File: src/rtl/yt_key_event_master.sv
// Avalon-MM initiator servicing a 2-bit key PIO: programs irq_mask, drains edge_capture,
// reads key level and reports one-cycle key events followed by a bounce holdoff.
module yt_key_event_master #(
   parameter logic [1:0]  MASK_INIT   = 2'b11,
   parameter int unsigned POLL_PERIOD = 50000,
   parameter int unsigned HOLDOFF     = 1000
) (
   input  logic        clk,
   input  logic        reset_n,
   input  logic        irq,
   output logic [1:0]  address,
   output logic        chipselect,
   output logic        write_n,
   output logic [31:0] writedata,
   input  logic [31:0] readdata,
   input  logic        mask_wr,
   input  logic [1:0]  mask_data,
   output logic        evt_valid,
   output logic [1:0]  evt_edges,
   output logic [1:0]  evt_level,
   output logic [15:0] evt_count,
   output logic        busy
);

   localparam logic [31:0] POLL_LAST = 32'(POLL_PERIOD - 1);
   localparam logic [31:0] HOLD_LAST = 32'(HOLDOFF);

   typedef enum logic [3:0] {
      S_INIT, S_IDLE, S_MASK, S_RD_EDGE, S_WT_EDGE,
      S_CLR, S_RD_LVL, S_WT_LVL, S_REPORT, S_HOLD
   } state_t;

   state_t      state_q, state_d;
   logic [31:0] poll_q, poll_d;
   logic [31:0] hold_q, hold_d;
   logic        pend_q, pend_d;
   logic [1:0]  mask_q, mask_d;
   logic [1:0]  edges_q, edges_d;
   logic [1:0]  level_q, level_d;
   logic        cs_q, cs_d;
   logic        wn_q, wn_d;
   logic [1:0]  addr_q, addr_d;
   logic [31:0] wd_q, wd_d;
   logic        evt_valid_q, evt_valid_d;
   logic [1:0]  evt_edges_q, evt_edges_d;
   logic [1:0]  evt_level_q, evt_level_d;
   logic [15:0] count_q, count_d;
   logic        unused_rd;

   assign unused_rd = ^readdata[31:2];

   // Bus registers are loaded on the edge that enters an access state, so each access
   // is on the bus exactly during that state's cycle; HOLD spans the report cycle plus HOLDOFF.
   always_comb begin
      state_d     = state_q;
      poll_d      = '0;
      hold_d      = '0;
      pend_d      = pend_q;
      mask_d      = mask_q;
      edges_d     = edges_q;
      level_d     = level_q;
      evt_valid_d = 1'b0;
      evt_edges_d = evt_edges_q;
      evt_level_d = evt_level_q;
      count_d     = count_q;
      cs_d        = 1'b0;
      wn_d        = 1'b1;
      addr_d      = '0;
      wd_d        = '0;
      case (state_q)
         S_INIT: begin
            state_d = S_IDLE;
            cs_d    = 1'b1;
            wn_d    = 1'b0;
            addr_d  = 2'd2;
            wd_d    = {30'd0, MASK_INIT};
         end
         S_IDLE: begin
            if (pend_q) begin
               state_d = S_MASK;
               pend_d  = 1'b0;
               cs_d    = 1'b1;
               wn_d    = 1'b0;
               addr_d  = 2'd2;
               wd_d    = {30'd0, mask_q};
            end else if (irq || (POLL_PERIOD != 0 && poll_q == POLL_LAST)) begin
               state_d = S_RD_EDGE;
               cs_d    = 1'b1;
               addr_d  = 2'd3;
            end else begin
               poll_d = poll_q + 32'd1;
            end
         end
         S_MASK:    state_d = S_IDLE;
         S_RD_EDGE: state_d = S_WT_EDGE;
         S_WT_EDGE: begin
            edges_d = readdata[1:0];
            state_d = S_CLR;
            cs_d    = 1'b1;
            wn_d    = 1'b0;
            addr_d  = 2'd3;
         end
         S_CLR: begin
            state_d = S_RD_LVL;
            cs_d    = 1'b1;
            addr_d  = 2'd0;
         end
         S_RD_LVL:  state_d = S_WT_LVL;
         S_WT_LVL: begin
            level_d = readdata[1:0];
            state_d = S_REPORT;
         end
         S_REPORT: begin
            evt_valid_d = 1'b1;
            evt_edges_d = edges_q;
            evt_level_d = level_q;
            count_d     = count_q + {15'd0, |edges_q};
            state_d     = S_HOLD;
         end
         S_HOLD: begin
            if (hold_q == HOLD_LAST) state_d = S_IDLE;
            else                     hold_d  = hold_q + 32'd1;
         end
         default: state_d = S_INIT;
      endcase
      if (mask_wr) begin
         pend_d = 1'b1;
         mask_d = mask_data;
      end
   end

   always_ff @(posedge clk or negedge reset_n) begin
      if (!reset_n) begin
         state_q     <= S_INIT;
         poll_q      <= '0;
         hold_q      <= '0;
         pend_q      <= 1'b0;
         mask_q      <= '0;
         edges_q     <= '0;
         level_q     <= '0;
         cs_q        <= 1'b0;
         wn_q        <= 1'b1;
         addr_q      <= '0;
         wd_q        <= '0;
         evt_valid_q <= 1'b0;
         evt_edges_q <= '0;
         evt_level_q <= '0;
         count_q     <= '0;
      end else begin
         state_q     <= state_d;
         poll_q      <= poll_d;
         hold_q      <= hold_d;
         pend_q      <= pend_d;
         mask_q      <= mask_d;
         edges_q     <= edges_d;
         level_q     <= level_d;
         cs_q        <= cs_d;
         wn_q        <= wn_d;
         addr_q      <= addr_d;
         wd_q        <= wd_d;
         evt_valid_q <= evt_valid_d;
         evt_edges_q <= evt_edges_d;
         evt_level_q <= evt_level_d;
         count_q     <= count_d;
      end
   end

   assign chipselect = cs_q;
   assign write_n    = wn_q;
   assign address    = addr_q;
   assign writedata  = wd_q;
   assign evt_valid  = evt_valid_q;
   assign evt_edges  = evt_edges_q;
   assign evt_level  = evt_level_q;
   assign evt_count  = count_q;
   assign busy       = (state_q != S_IDLE);

endmodule
File: config.mk
export PLATFORM = sky130hd
export DESIGN_NAME = yt_key_event_master
export DESIGN_NICKNAME = d
export VERILOG_FILES = /design/src/rtl/yt_key_event_master.sv
export SDC_FILE = /design/constraint.sdc
export NUM_CORES = 1
export LEC_CHECK = 0
export CELL_PAD_IN_SITES_DETAIL_PLACEMENT = 1
export CELL_PAD_IN_SITES_GLOBAL_PLACEMENT = 1
export CORE_MARGIN = 3
export CORE_UTILIZATION = 37
export DETAILED_ROUTE_END_ITERATION = 7
export PLACE_DENSITY = 0.83
export SYNTH_ARGS = -nofsm -noshare
export SYNTH_HDL_FRONTEND = slang
export SYNTH_SLANG_ARGS = --single-unit
File: constraint.sdc
create_clock -name clk -period 2.1 [get_ports clk]
set_clock_uncertainty 0.05 [all_clocks]
set_input_delay 0.315 -clock clk [delete_from_list [all_inputs] [get_ports clk]]
set_output_delay 0.315 -clock clk [all_outputs]
set_load 0.005 [all_outputs]
==> flow_summary_export.csv <==
group,metric,value,unit
critical_path,path_class,"flip-flop to flip-flop",
synthesis,async_reset_ff_share,100,%
grt,grt-ovfl-total,0,
final_layout,final_nets,651,
clock_tree,cts_buffer_depth,2,
die,coreArea,14000,sq um
final_layout,drive_gt1_share,17.3,%
final_layout,n_fill_cell,1553,
grt,grt_pass1_wl,23500,um
grt,antenna_found_initial,0,
final_layout,fin_util,47.0,%
grt,grt_max_degree,40,
run,drv_cap,0,
grt,grt-busiest-layer,"met2",
drt,drtIter0Drc,240,
sta,tightestPinTransition,0.519,ns
grt,grt_use_met3,3.99,%
synthesis,ys_types,48,
drt,wire_per_inst,18.6,um
run_status,violations,"negative setup slack",
clock_tree,cts_tree,"built",
clock_tree,cts_sinks,102,
synthesis,ys.flop_type,"dfrtp_1",
place,place_area,6080,sq um
drt,drc,0,
final_layout,insertedDiodeCount,0,
sta,drv_slew,0,
worst_hold_path,worstHoldPathType,"primary input to async pin",
final_layout,area_growth,23.3,%
grt,grt_pass1_vias,4747,
pwr,cellPowerDensity,816,nW/um^2
sta,final_hold_viol_count,0,
clock_tree,cts_buffers,9,
sta,finalCritPeriodShare,108,%
pwr,power.leakage,2.60,nW
die,die_h,126,um
critical_path,end_kind,"flip-flop",
place,hpwl,9280,um
final_layout,instances_no_fill,793,
sta,grt_setup_unrepaired,"true",
drt,drtAntennaViolNets,0,
synthesis,yosysSeqAreaShare,47.9,%
run_status,status,"finished with violations",
sta,fin_crit,2.26,ns
synthesis,synth_seq_cells,102,
clock_tree,cts_root_buf,"clkbuf_16",
grt,grt_usage,17.8,%
place,post-place-cells,767,
grt,use_met1,21.8,%
synthesis,synthCells,532,
die,chipWidth,126,um
critical_path,startpoint_type,"flip-flop",
critical_path,worstPathMaxFanout,8,
sta,tns,-4.88,ns
die,io_pins,96,
clock_tree,h-tree-depth,3,
sta,slew_headroom,65.4,%
drt,drt_wl_total,14800,um
drt,vias_per_cell,5.65,
sta,fin_ws,-0.164,ns
synthesis,syn_area_per_cell,10.0,sq um
pwr,peakVddDrop,509,uV
place,port_buffers,35,
synthesis,syn_area,5330,sq um
die,dieArea,15900,sq um
critical_path,required,2.26,ns
clock_tree,clk_latency,0.35,ns
synthesis,synth_edf_count,0,
grt,met2_usage,31.9,%
final_layout,stdcell_area,6570,sq um
die,initial_utilization,38.1,%
clock_tree,path_clk_slew,0.07,ns
drt,via_count,4483,
place,gp_routability_congestion,0.827,
die,fp-row-count,43,
sta,setup_viol,35,
synthesis,ys_warn_count,0,
sta,fmax,442,MHz
critical_path,arrival,2.43,ns
drt,dr.pass1.iters,4,
==> stage by stage <==
| step | power (mW) | hold WS (ns) | setup slack, ns |
|---|---|---|---|
| after global placement | 3.46 | 0.268 | -0.0789 |
| final | 5.36 | 0.418 | -0.164 |
| after CTS | 5.32 | 0.424 | -0.112 |
| after global routing | 5.61 | 0.459 | -0.209 |
| after floorplan | 2.99 | -0.0306 | -0.0478 |
| after detailed placement | 3.53 | 0.279 | -0.153 |
==> where the power goes <==
part           switching, mW  total, mW  internal (mW)
combinational          0.687       1.32          0.633
clock                  0.773       1.71          0.934
sequential             0.164       2.34           2.17
==> cells in the final DEF, fill, tap and decap left out, types with 10 or more instances in the layout <==
cell and instances:
dfrtp_1 100, buf_4 47, clkdlybuf4s50_1 34, nand2_1 32, conb_1 30, nand3_1 25, or4_1 25, nor3_1 24
o31ai_1 24, nor2_1 21, nand4_1 21, a21oi_1 21, xnor2_1 19, xor2_1 19, a211oi_1 17, or3_1 15
o21ai_0 14, mux2_2 12, inv_1 12, clkbuf_16 11, nor4_1 10
==> sequential cells by signal, indices dropped and copies added (netlist names), 4 cells and up <==
signal,flops
state_q,4
poll_q,32
hold_q,32
evt_count,16
==> worst max-delay path, cell delays in order, from the launching register on <==
cell and delay (ns):
dfrtp_1 0.39, or4_4 0.53, or4_4 0.52, o31ai_4 0.24
buf_6 0.18, buf_6 0.15, nor3_1 0.07
==> final cells by class <==
type	instances	area [sq um]	share of cell area, %
well taps	180	225	3.43
clock inverters	6	68.8	1.05
clock buffers	10	229	3.48
repair buffers	90	856	13.0
inverters	12	45.0	0.685
multi-input cells	393	2590	39.5
flip-flops and latches	102	2550	38.9
==> what timing repair did <==
| item | CTS | global route |
|---|---|---|
| hold buffers | 1 | 0 |
| gates resized for setup | 5 | 10 |
| endpoints found under the setup margin | 36 | 47 |
| endpoints found under the hold margin | 34 | 0 |
| buffers inserted | 1 | 3 |
| cloned | 0 | 5 |
| pin swaps | 2 | 3 |
==> routing by layer <==
layer | wire (um) | up-vias | part of all wire, %
met3 | 574 | 29 | 3.9
met5 | 0 | - | 0
met1 | 6060 | 2288 | 41
met2 | 7880 | 101 | 53
met4 | 258 | 0 | 1.7
li1 | - | 2065 | -
==> cell families after synthesis <==
family | Yosys count | synth area share [%]
AO/OA/AOI/OAI | 86 | 10.9
XOR/XNOR | 38 | 6.25
adder cells (fa/ha/maj) | 5 | 1.17
buffers and inverters | 68 | 7.35
flip-flops | 102 | 47.9
multiplexers | 13 | 2.72
other | 1 | 0.0704
AND/OR/NAND/NOR | 219 | 23.6
==> synthesized netlist by cell type (all sizes together), types with 2 or more instances <==
| cell type | count | area, sq um |
|---|---|---|
| and4 | 8 | 70.1 |
| or2 | 2 | 12.5 |
| mux2 | 12 | 135 |
| o31ai | 25 | 201 |
| clkbuf | 22 | 82.6 |
| a21oi | 21 | 105 |
| o21ai | 15 | 75.1 |
| and2 | 7 | 43.8 |
| inv | 12 | 45.0 |
| buf | 34 | 264 |
| dfrtp | 101 | 2530 |
| or3 | 16 | 100 |
| nand3 | 27 | 135 |
| nand4 | 22 | 144 |
| nand2 | 33 | 124 |
| nor4 | 10 | 62.6 |
| o21a | 2 | 15.0 |
| or4 | 28 | 218 |
| a211oi | 18 | 140 |
| and3 | 8 | 50.1 |
| nor3 | 26 | 130 |
| xnor2 | 19 | 166 |
| ha | 5 | 62.6 |
| xor2 | 19 | 166 |
| nor4b | 4 | 35.0 |
| nor2 | 21 | 78.8 |
==> worst paths after layout <==
path | startpoint | to | slack [ns] | cells after the start
worst max-delay path | poll_q[29] | poll_q[10] | -0.16 | 6
worst min register to register | evt_count[15] | evt_count[15] | 0.42 | 1
worst min-delay path | reset_n | hold_q[31] | 0.42 | 2
max in group asynchronous | reset_n | write_n | 0.92 | 3
min in group clk | evt_count[15] | evt_count[15] | 0.42 | 1
worst max register to register | poll_q[29] | poll_q[10] | -0.16 | 6
Note: power is estimated with default switching activity, not from simulation.
